**src/rtl/mem_test_engine.sv**
```systemverilog
// Memory initiator for the heap-sort bench: FILL writes a reproducible LFSR
// sequence, CHECK reads it back, verifies non-decreasing signed order and sums it.
module mem_test_engine #(
  parameter logic [31:0] SEED = 32'hACE1_2345
) (
  input  logic        clk,
  input  logic        reset,
  input  logic        start,
  input  logic        op,
  input  logic [31:0] base,
  input  logic [8:0]  count,
  output logic        busy,
  output logic        done,
  output logic        sorted,
  output logic [7:0]  err_idx,
  output logic [31:0] sum,
  output logic        we,
  output logic [31:0] a,
  output logic [31:0] wd,
  input  logic [31:0] rd
);

  typedef enum logic [1:0] {IDLE, FILL, CHECK, DONE} state_t;

  state_t      state;
  logic [8:0]  count_q;
  logic [8:0]  idx;
  logic [31:0] lfsr;
  logic [31:0] prev;

  logic        last;
  logic        desc;
  logic [31:0] lfsr_adv;
  logic [31:0] base_aligned;

  function automatic logic [31:0] lfsr_next(input logic [31:0] v);
    return {1'b0, v[31:1]} ^ (v[0] ? 32'h8020_0003 : 32'h0);
  endfunction

  assign base_aligned = base & ~32'd3;
  assign last         = (idx == count_q - 9'd1);
  assign lfsr_adv     = lfsr_next(lfsr);
  // First element has no predecessor, so it can never be a descending step.
  assign desc         = (idx != 9'd0) && ($signed(rd) < $signed(prev));

  always_ff @(posedge clk) begin
    if (reset) begin
      state   <= IDLE;
      busy    <= 1'b0;
      done    <= 1'b0;
      sorted  <= 1'b0;
      err_idx <= 8'd0;
      sum     <= 32'd0;
      we      <= 1'b0;
      a       <= 32'd0;
      wd      <= 32'd0;
      lfsr    <= SEED;
      count_q <= 9'd0;
      idx     <= 9'd0;
      prev    <= 32'd0;
    end else begin
      case (state)
        IDLE: begin
          done <= 1'b0;
          if (start) begin
            count_q <= count;
            idx     <= 9'd0;
            // A CHECK command owns the result registers from its start, even when empty.
            if (!op) begin
              sum     <= 32'd0;
              err_idx <= 8'd0;
              sorted  <= 1'b1;
              prev    <= 32'd0;
            end
            if (count == 9'd0) begin
              state <= DONE;
              done  <= 1'b1;
            end else if (op) begin
              state <= FILL;
              busy  <= 1'b1;
              we    <= 1'b1;
              a     <= base_aligned;
              wd    <= SEED;
              lfsr  <= SEED;
            end else begin
              state <= CHECK;
              busy  <= 1'b1;
              a     <= base_aligned;
            end
          end
        end

        FILL: begin
          lfsr <= lfsr_adv;
          if (last) begin
            state <= DONE;
            busy  <= 1'b0;
            done  <= 1'b1;
            we    <= 1'b0;
            a     <= 32'd0;
            wd    <= 32'd0;
          end else begin
            idx <= idx + 9'd1;
            a   <= a + 32'd4;
            wd  <= lfsr_adv;
          end
        end

        CHECK: begin
          sum  <= sum + rd;
          prev <= rd;
          if (desc && sorted) begin
            sorted  <= 1'b0;
            err_idx <= idx[7:0];
          end
          if (last) begin
            state <= DONE;
            busy  <= 1'b0;
            done  <= 1'b1;
            a     <= 32'd0;
          end else begin
            idx <= idx + 9'd1;
            a   <= a + 32'd4;
          end
        end

        DONE: begin
          done  <= 1'b0;
          state <= IDLE;
        end

        default: state <= IDLE;
      endcase
    end
  end

endmodule

```
**config.mk**
```make
export PLATFORM = sky130hd
export DESIGN_NAME = mem_test_engine
export DESIGN_NICKNAME = d
export VERILOG_FILES = /design/src/rtl/mem_test_engine.sv
export SDC_FILE = /design/constraint.sdc
export NUM_CORES = 1
export LEC_CHECK = 0
export CAP_MARGIN = 20
export CORE_AREA = 10 10 152 154
export CTS_CLUSTER_SIZE = 10
export DETAILED_ROUTE_END_ITERATION = 10
export DIE_AREA = 0 0 162 164
export GPL_ROUTABILITY_DRIVEN = 0
export PLACE_DENSITY_LB_ADDON = 0.25
export SLEW_MARGIN = 10
export SYNTH_ARGS = -nofsm -noshare
export SYNTH_HDL_FRONTEND = slang
export SYNTH_SLANG_ARGS = --single-unit
```
**constraint.sdc**
```tcl
create_clock -name clk -period 4.3 [get_ports clk]
set_clock_uncertainty 0.2 [all_clocks]
set_input_delay 0.86 -clock clk [delete_from_list [all_inputs] [get_ports clk]]
set_output_delay 0.86 -clock clk [all_outputs]
set_load 0.01 [all_outputs]
```
After elaboration in Yosys (flattened, before gate mapping)
Index checks and enable logic that the tools add are counted.

Logic and storage cells: 92. Register bits after elaboration: 192. Bits of input ports: 77. Output and inout port bits: 108.

Muxes and demuxes: 43. Bitwise gates (word level): 1. Eq/ne operators: 12. Reduce and logical (&&, ||, !) cells: 18. Add/subtract/negate cells: 4. $lt $le $gt $ge: 1.

Operators by type and width (count): 32-bit two-way mux (10); 32-bit one-hot mux with 2 select lines (5); 32-bit by 3-bit adder with 32-bit output, second input constant (1); 32-bit adder (1); 32-bit < comparator (1); 31-bit by 32-bit XOR with 32-bit output (1); 8-bit two-way mux (3); 9-bit two-way mux (2); 9-bit one-hot mux with 2 select lines (1); 8-bit one-hot mux with 2 select lines (1); 2-bit != test, second input constant (7); 1-bit two-way mux (12); 4-bit AND reduction (3); 9-bit by 1-bit adder with 9-bit output, second input constant (1); 9-bit == test (1); 9-bit zero test (1); 3-bit AND reduction (3); 9-bit nonzero test (1); 9-bit by 1-bit subtractor with 9-bit output, second input constant (1); 2-bit two-way mux (4); 1-bit one-hot mux with 2 select lines (3); 2-bit one-hot mux with 3 select lines (1); 2-bit nonzero test (3); 5-bit AND reduction (1); 8 further kinds (11).

Logic depth before layout (Yosys ltp)
Depth after elaboration: 5. Gate-level depth with buffers: 13. Gate-level depth less buffers: 11.

Worst setup path after synthesis
Ideal clock, no wire load.

Path type: in2reg. From: input rd[0]. To: register sum[28]. Stages: 11. Slack: 0.689 ns. Required time: 3.972 ns. Buffers on the path: 0. Arrival: 3.284 ns. Library setup time: 0.128 ns. Path through: ha_1 -> fa_1 -> a21o_1 -> a41o_1 -> o21ai_0 -> a211oi_1 -> a41oi_1 -> o311ai_0 -> xor2_1 -> a22oi_1 -> nor2_1.

Word-level cells in the longest chain between the ends: 2.

Ends and longest elaborated chain: start: declaration (line 20) `input logic [31:0] rd`; 32-bit adder (line 110) `sum <= sum + rd;`; 32-bit one-hot mux with 2 select lines (line 62) `case (state)`; end signal: assignment (line 110); end: declaration (line 16) `output logic [31:0] sum,`.

Every way passes these cells. A chain may end at the register's enable or synchronous reset.

Worst setup path in the final report
Ends and elaborated chain as after synthesis.

==> impl_results.md <==
- Initial DRT Pass Iterations: 5
- Crit path buf inv count: 2
- Pin count of the biggest net entering global routing: 74
- Total GRT Usage: between 20% and 30%
- Worst hold path cell count: 2
- Crit path cell chain: clkdlybuf4s50_1 -> ha_1 -> fa_1 -> a21o_1 -> a41o_1 -> o21ai_0 -> a211oi_1 -> a41oi_1 -> buf_4 -> o311ai_0 -> xor2_1 -> a22oi_1 -> nor2_1
- Hold buffers post-CTS: 0
- Grt met1 use: between 20 and 30%
- Post-Synthesis Cells: approximately 1400
- Avg WL per Cell: roughly 17 um
- Final period util: 86.86%
- DR vias: around 10000
- Synth top area share: between 30% and 40%
- Post-DP Area: around 13000 um^2
- Hold Crit Class: flip-flop to flip-flop
- Fmax: around 270 MHz
- Synth unique cells: between 60 and 70
- Avg Inst Size Synth: 7.842 um^2
- Yosys top cell by area: dfxtp_1
- Setup_tns: 0 ns
- Met2 Use GR: 37.14%
- Layout cells sized above 1: around 4.8%
- Initial Util: between 50% and 60%
- Clock tree sinks: 190
- Worst-path maximum fanout: 5
- Post-DRT Antenna Nets: 0
- DIE AREA: between 20000 and 30000 um^2
- Synth cell count leaders: dfxtp_1 (190), nor2_1 (145), nand2_1 (133)
- Pins Over Slew Limit: 0
- CTS Buf Count: 17
- Root buffer cell: clkbuf_16
- Buffers on Ports: 180
- Setup violations, final: 0
- Leakage Power: a little over 5 nW
- Io pins: roughly 190
- Max VDD drop: 0.0002718 V
- P per Cell Area: 496.5 nW/um^2
- Top post-synthesis cells by area: dfxtp_1 (36%), ha_1 (8.4%), a21oi_1 (5.4%)
- Post-CTS setup buffers: 0
- Final core utilization: 66.30%
- Cell family with most CP delay: compound AO/OA/AOI/OAI gates
- PostCTS Resize Cnt: 0
- CTS H-Tree Depth: 4
- Die height: between 150 and 200 um
- Core area: 20040 um^2
- Normalized max-slew margin: 32.97%
- Area Growth Syn to Fin: 25.02%
- Synth Flop Type: dfxtp_1
- Die Wd: 162 um
- Initial antenna violation count: 1
- Seq/Total Area, Yosys: a little over a third
- Overflow after GRT: 0
- Post-route insts no fill: 1784
- Placed Cells: about 1800
- Post-synth EDFFs: 0
- GR peak layer: met2
- DR vias/cell: between 5 and 6
- Dpl hpwl: 21640 um
- Post-Syn Area: approximately 11000 um^2
- Routed WL: about 30000 um
- FF+latch count, synth: between 150 and 200
- Final layout net count: approximately 1600
- Slack of the critical path: around 0.57 ns
- Critical Path AT: roughly 3.8 ns
- Worst path slowest cell: clkdlybuf4s50_1
- Vias in the first global route: about 10000
- Site Rows: between 50 and 60
- Outcome: finished, final reports clean
- First-pass GRT wire length: about 50000 um
- Met3 usage in global routing: about 7%
- DR DRC count: 0
- Worst Setup Path Type: primary input to flip-flop
- Tot Pwr: 6.596 mW
- Period minus WS final: 3.735 ns
- CTS clk-pin slew, worst paths: 0.08 ns
- CP Capture Type: flip-flop
- Worst-Margin Slew: approximately 1.0 ns
- Insertion delay to the later sink of the worst-skew pair: between 0.4 and 0.5 ns
- Req. time, crit path: between 4 and 5 ns
- Reg2Reg Depth: 9
- Final hold vios: 0
- Hold slack: between 0.2 and 0.3 ns
- Synth warn: 0
- Critical Path Start Type: primary input
- Initial DRC count: around 740
- Dpl ws: 0.1129 ns
- RSZ-0062 raised after global routing: no
- Post-route cell area: ~13000 um^2
- Max-cap violations: 0
- CTS max path bufs: 2
- Critical path depth: 13
- Asr flop ratio synth: 0%
- Slowest stage delay, CP: approximately 0.44 ns
- CTS tree: built
- Most frequent cell after synthesis: dfxtp_1
[placed cells by master (no fill, tap or decap), drive strengths merged, types with 17 or more instances in the layout]
| cell | count |
|---|---|
| a21o | 29 |
| a21oi | 114 |
| a22oi | 67 |
| buf | 27 |
| clkbuf | 17 |
| clkdlybuf4s50 | 179 |
| dfxtp | 190 |
| ha | 71 |
| inv | 74 |
| nand2 | 134 |
| nand3 | 91 |
| nor2 | 147 |
| nor3 | 47 |
| o21ai | 81 |
| xnor2 | 29 |
| xor2 | 25 |
[where the power goes]
part / internal (mW) / switching, mW / leakage (nW)
logic: 1.04 / 1.56 / 3.17
registers: 2.02 / 0.259 / 1.54
clock network: 0.830 / 0.890 / 0.312
total: 3.89 / 2.71 / 5.03
[layout make-up]
class	instances	area [um^2]
flip-flops and latches	190	3804
inverters	64	240.2
multi-input cells	1020	6254
well taps	270	337.8
clock buffers	17	425.4
fillers	1736	6754
clock inverters	15	225.2
diodes	2	5.005
repair buffers	206	1994
[worst min-delay path, delay by kind of cell, from the launching register on]
family	cells	cell delay (ns)
compound gates	1	0.05
flops	1	0.31
simple gates	1	0.05
[worst paths after layout]
kind                             endpoint  slack (ns)                  start
setup / recovery     sum[28]$_SDFFE_PP0P_        0.57                  rd[0]
hold / removal       prev[3]$_SDFFE_PP0P_        0.25   prev[3]$_SDFFE_PP0P_
setup reg to reg  err_idx[3]$_SDFFE_PP0P_        0.87  state[0]$_SDFFE_PP0P_
hold reg to reg      prev[3]$_SDFFE_PP0P_        0.25   prev[3]$_SDFFE_PP0P_
[logic make-up after synthesis]
| kind of cell | count (synthesis) | share of synthesized area, % |
|---|---|---|
| and+or+nand+nor | 511 | 22.54 |
| AOI/OAI and AO/OA | 380 | 23.05 |
| other | 1 | 0.03529 |
| adders and majority gates | 72 | 8.548 |
| buffers and inverters | 146 | 5.487 |
| xor gates and xnor gates | 54 | 4.451 |
| DFF | 190 | 35.79 |
| muxes | 1 | 0.09420 |
[sequential cells by signal (all words and copies together), names as in the netlist, 2 cells and up]
name and count:
a 30, count_q 9, err_idx 8, idx 9, lfsr 32, prev 32, state 2, sum 32
wd 32
[metal layers]
metal	routed length [um]	up-vias
met4	616	0
met5	0	-
met3	2448	44
met1	13110	4964
li1	-	5163
met2	14520	303
Note: power is estimated with default switching activity, not from simulation.
